$ cat config.mk
export PLATFORM = sky130hd
export DESIGN_NAME = piso_tx
export DESIGN_NICKNAME = d
export VERILOG_FILES = /design/src/rtl/piso_pkg.sv /design/src/rtl/bit_timer.sv /design/src/rtl/piso_tx.sv
export SDC_FILE = /design/constraint.sdc
export NUM_CORES = 1
export LEC_CHECK = 0
export BUFFER_PORTS_ARGS = -buffer_cell sky130_fd_sc_hd__buf_2
export CELL_PAD_IN_SITES_DETAIL_PLACEMENT = 1
export CELL_PAD_IN_SITES_GLOBAL_PLACEMENT = 2
export CORE_UTILIZATION = 38
export CTS_CLUSTER_SIZE = 12
export DETAILED_ROUTE_END_ITERATION = 10
export PLACE_DENSITY_LB_ADDON = 0.1
export SLEW_MARGIN = 20
export SYNTH_ARGS = -nofsm -noshare
export SYNTH_HDL_FRONTEND = slang
export SYNTH_SLANG_ARGS = --single-unit
$ cat constraint.sdc
create_clock -name clk -period 2.8 [get_ports clk]
set_clock_uncertainty 0.15 [all_clocks]
set_input_delay 0 -clock clk [delete_from_list [all_inputs] [get_ports clk]]
set_output_delay 0 -clock clk [all_outputs]
set_load 0.05 [all_outputs]
$ cat src/rtl/piso_pkg.sv
// piso_pkg: encodings shared by the piso transmitter and the sipo-style receiver.
//   state_t    FSM state encoding (ST_IDLE/ST_START/ST_DATA/ST_PARITY/ST_STOP)
//   LINE_IDLE  level of the serial line between frames
//   START_BIT  level of the start bit
//   STOP_BIT   level of the stop bit
package piso_pkg;

  typedef enum logic [2:0] {
    ST_IDLE   = 3'd0,
    ST_START  = 3'd1,
    ST_DATA   = 3'd2,
    ST_PARITY = 3'd3,
    ST_STOP   = 3'd4
  } state_t;

  localparam logic LINE_IDLE = 1'b1;
  localparam logic START_BIT = 1'b0;
  localparam logic STOP_BIT  = 1'b1;

endpackage

$ cat src/rtl/bit_timer.sv
// bit_timer: bit-period timer, counts 0..CLKS_PER_BIT-1 and wraps.
//   clk   in   system clock
//   rst   in   synchronous reset, active-high
//   clr   in   synchronous clear, holds the count at 0
//   tick  out  high on the last cycle of each bit period
module bit_timer
  import piso_pkg::*;
#(
  parameter int CLKS_PER_BIT = 100000
) (
  input  logic clk,
  input  logic rst,
  input  logic clr,
  output logic tick
);

  localparam int            CW   = $clog2(CLKS_PER_BIT);
  localparam logic [CW-1:0] LAST = CW'(CLKS_PER_BIT - 1);

  logic [CW-1:0] cnt;

  assign tick = (cnt == LAST);

  always_ff @(posedge clk) begin
    if (rst || clr) begin
      cnt <= '0;
    end else if (tick) begin
      cnt <= '0;
    end else begin
      cnt <= cnt + CW'(1);
    end
  end

endmodule

$ cat src/rtl/piso_tx.sv
// piso_tx: parallel-in serial-out transmitter.
// Frame on so: start (0), WIDTH data bits, optional even parity, stop (1).
// Optional parity bit is built in when PISO_PARITY_EN is defined.
//   clk      in   system clock
//   rst      in   synchronous reset, active-high
//   load     in   start request, accepted only in IDLE
//   pi       in   parallel word, captured when load is accepted
//   so       out  serial line, idles high
//   busy     out  high while a frame is on the line
//   done     out  one-cycle pulse on return to IDLE after the stop bit
//   bit_idx  out  index of the data bit on so, 0 outside DATA
//
// state     | meaning
// ----------+---------------------------------------------
// ST_IDLE   | line high, waiting for load
// ST_START  | start bit on the line
// ST_DATA   | data bits, bit_idx 0..WIDTH-1
// ST_PARITY | even parity of the captured word (optional)
// ST_STOP   | stop bit; done pulses on leaving
module piso_tx
  import piso_pkg::*;
#(
  parameter int WIDTH        = 4,
  parameter int CLKS_PER_BIT = 100000,
  parameter int MSB_FIRST    = 1
) (
  input  logic             clk,
  input  logic             rst,
  input  logic             load,
  input  logic [WIDTH-1:0] pi,
  output logic             so,
  output logic             busy,
  output logic             done,
  output logic [4:0]       bit_idx
);

  localparam logic [4:0] LAST_BIT = 5'(WIDTH - 1);

  state_t           state;
  state_t           state_nx;
  logic [WIDTH-1:0] shreg;
  logic [4:0]       bit_cnt;
  logic             tick;
  logic             timer_clr;
  logic             done_q;
`ifdef PISO_PARITY_EN
  logic             parity_q;
`endif

  // Holding the timer clear in IDLE makes START begin at count 0.
  assign timer_clr = (state == ST_IDLE);

  bit_timer #(.CLKS_PER_BIT(CLKS_PER_BIT)) u_timer (
    .clk  (clk),
    .rst  (rst),
    .clr  (timer_clr),
    .tick (tick)
  );

  always_ff @(posedge clk) begin
    if (rst) begin
      state <= ST_IDLE;
    end else begin
      state <= state_nx;
    end
  end

  always_comb begin
    state_nx = state;
    so       = LINE_IDLE;
    busy     = 1'b1;
    case (state)
      ST_IDLE: begin
        busy = 1'b0;
        if (load) state_nx = ST_START;
      end
      ST_START: begin
        so = START_BIT;
        if (tick) state_nx = ST_DATA;
      end
      ST_DATA: begin
        so = (MSB_FIRST != 0) ? shreg[WIDTH-1] : shreg[0];
        if (tick && (bit_cnt == LAST_BIT)) begin
`ifdef PISO_PARITY_EN
          state_nx = ST_PARITY;
`else
          state_nx = ST_STOP;
`endif
        end
      end
`ifdef PISO_PARITY_EN
      ST_PARITY: begin
        so = parity_q;
        if (tick) state_nx = ST_STOP;
      end
`endif
      ST_STOP: begin
        so = STOP_BIT;
        if (tick) state_nx = ST_IDLE;
      end
      default: begin
        busy     = 1'b0;
        state_nx = ST_IDLE;
      end
    endcase
  end

  always_ff @(posedge clk) begin
    if (rst) begin
      shreg   <= '0;
      bit_cnt <= '0;
      done_q  <= 1'b0;
`ifdef PISO_PARITY_EN
      parity_q <= 1'b0;
`endif
    end else begin
      done_q <= (state == ST_STOP) && tick;
      if ((state == ST_IDLE) && load) begin
        shreg   <= pi;
        bit_cnt <= '0;
`ifdef PISO_PARITY_EN
        parity_q <= ^pi;
`endif
      end else if ((state == ST_DATA) && tick) begin
        // The bit on so is always at the outgoing end, so each period shifts one place.
        shreg   <= (MSB_FIRST != 0) ? (shreg << 1) : (shreg >> 1);
        bit_cnt <= (bit_cnt == LAST_BIT) ? 5'd0 : bit_cnt + 5'd1;
      end
    end
  end

  assign done    = done_q;
  assign bit_idx = (state == ST_DATA) ? bit_cnt : 5'd0;

endmodule

==> qor.yml <==
status: "finished clean"
clockRootBuffer: "clkbuf_8"
drive_gt1_frac: 0.150
n_antenna_cell: 0
grt_start_max_net_pins: 19
ys_warn_count: 0
cts-buffers-inserted: 5
worstSkewPairLatency_ns: 0.28
core.rowCount: 22
cts_buffer_depth: 2
drv_slew: 0
detail_route.iter0.violations: 37
hpwl_mm: 2.44
dieWidth_um: 64.4
cts_tree: "built"
critPathMaxFanout: 18
syn_area_per_cell_um2: 8.66
final_cell_mix: "dfxtp_1 (30), nor2_1 (20), buf_2 (14)"
max_freq_mhz: 387
ys_seq_area_frac: 0.405
setup_ws_ns: 0.217
crit_required_ns: 2.82
min_period_ns: 2.58
ctsResizeCount: 0
rsz0062_at_grt: "no"
drc: 0
critPathKind: "flip-flop to flip-flop"
place_worst_setup_slack_ns: 0.485
p_per_area_nw_per_um2: 469
slew_headroom: 0.628
grt_antenna_before_repair: 0
portBuffers: 14
finalSetupViolCount: 0
ioPinCount: 15
wire_per_inst_um: 14.9
wl_mm: 3.58
syn-num-nets: 180
htreeDepth: 2
initial_core_util: 0.402
grt_pass1_vias: 1350
routed_via_density: 5.53
grtUsageTotal: 0.200
area_growth_pct: 17.3
core_area_um2: 3690
synth_cell_types: 41
cts_sinks: 30
place.gp.congestion: 0.775
min_from: "u_timer.cnt[0]$_SDFF_PP0_"
synth_cells: 171
cts.clk_slew.worst_paths_ns: 0.06
setup_tns_ns: 0
final_antenna_net_count: 0
netlist_area_um2: 1480
power_leakage_uw: 0.000597
grt_overflow: 0
utilization: 0.471
critPathLaunchType: "flip-flop"
final_common_cell: "dfxtp_1"
arrival_ns: 2.60
critPathCaptureType: "flip-flop"
die_h_um: 64.4
finalCritPeriodShare: 0.922
hp-class: "flip-flop to flip-flop"
nets: 202
cp-startpoint: "u_timer.cnt[0]$_SDFF_PP0_"
hold_viol: 0
reg2reg_from: "u_timer.cnt[0]$_SDFF_PP0_"
firstDrtPassIters: 4
worst_pin_slew_ns: 0.557
vias: 1332
final_cell_area_um2: 1740
dieArea_um2: 4150
ys_seq_elements: 30
grt_pass1_wl_mm: 6.24
placedInstanceArea_um2: 1570
maxCapViolCount: 0
vdd_drop_max_uv: 278
[kinds of logic (layout without fill, tap and decap cells)]
kind of cell	after synthesis	in the layout	share of synthesized area
AND/OR/NAND/NOR	84	84	0.330
adder cells (fa/ha/maj)	2	2	0.0169
XOR/XNOR	13	13	0.0769
buffers and inverters	12	34	0.0439
flip-flops	30	30	0.405
AO/OA/AOI/OAI	29	29	0.120
multiplexers	1	1	0.00676
[power by group]
group | total, uW | switching (uW) | internal [uW]
logic | 48.6 | 27.2 | 21.4
registers | 440 | 6.22 | 433
clock network | 326 | 155 | 171
total | 814 | 189 | 626
[synth_stat cells (all sizes together)]
| cell type | n | area (um2) |
|---|---|---|
| o21bai | 1 | 7.51 |
| ha | 2 | 25.0 |
| a311oi | 3 | 26.3 |
| nand2 | 9 | 33.8 |
| o31ai | 1 | 7.51 |
| and3 | 4 | 25.0 |
| dfxtp | 30 | 601 |
| nor4 | 4 | 25.0 |
| xnor2 | 8 | 70.1 |
| nor2 | 20 | 75.1 |
| nand3 | 12 | 60.1 |
| buf | 5 | 36.3 |
| and2 | 5 | 31.3 |
| and4bb | 2 | 25.0 |
| nand4 | 7 | 50.1 |
| nand4b | 1 | 8.76 |
| nor3b | 1 | 7.51 |
| or4 | 3 | 22.5 |
| and4 | 3 | 26.3 |
| inv | 2 | 10.0 |
| a21oi | 9 | 45.0 |
| a211o | 1 | 10.0 |
| o211ai | 1 | 7.51 |
| o41ai | 1 | 8.76 |
| o21ai | 10 | 50.1 |
| or3 | 4 | 30.0 |
| or3b | 1 | 8.76 |
| xor2 | 5 | 43.8 |
| nand2b | 2 | 12.5 |
| nor4b | 2 | 23.8 |
| mux2i | 1 | 10.0 |
| clkbuf | 5 | 18.8 |
| and2b | 1 | 8.76 |
| nor3 | 3 | 15.0 |
| a211oi | 2 | 15.0 |
[through the flow]
| stage | hold slack (ns) | cells | power (uW) |
|---|---|---|---|
| 2_1_floorplan | 0.00188 | 171 | 474 |
| 3_3_place_gp | 0.124 | 225 | 485 |
| 3_5_place_dp | 0.135 | 225 | 486 |
| 4_1_cts | 0.326 | 241 | 824 |
| 5_1_grt | 0.336 | 241 | 857 |
| 6_report | 0.320 | 241 | 814 |
[critical path, cell delays in order (launching register included)]
cell and delay [ns]:
dfxtp_1 0.38, ha_1 0.23, and4_1 0.33, nand4_2 0.37, o211ai_1 0.35, a21oi_1 0.11
dlygate4sd3_1 0.56
[timing repair]
action | in CTS | in global routing
buffers inserted | 0 | 0
endpoints found under the hold margin | 8 | 0
hold buffers | 9 | 0
[area by class of cell]
type                       count  area (um2)
multi-input combinational    129         816
fill                         453        1950
timing repair buffer          25         175
inverter                       2        10.0
sequential                    30         601
clock buffer                   7        76.3
tap                           48        60.1
[routing by layer]
metal,vias to the layer above,track usage,share of wire
met1,651,0.221,0.44
met3,2,0.0687,0.030
met4,0,0.0667,0.0061
li1,662,-,-
met5,-,0,0
met2,17,0.355,0.53
[final timing paths]
| check | cells past startpoint | end | slack [ns] |
|---|---|---|---|
| worst max-delay path | 6 | shreg[0]$_SDFFE_PP0P_ | 0.22 |
| worst min-delay path | 1 | u_timer.cnt[0]$_SDFF_PP0_ | 0.32 |
| worst max register to register | 6 | shreg[0]$_SDFFE_PP0P_ | 0.22 |
| worst min register to register | 1 | u_timer.cnt[0]$_SDFF_PP0_ | 0.32 |
[sequential cells by signal, indices dropped and copies added (netlist names)]
signal	flops
u_timer.cnt	17
bit_cnt	5
shreg	4
state	3
done	1
(Power assumes the default switching activity.)
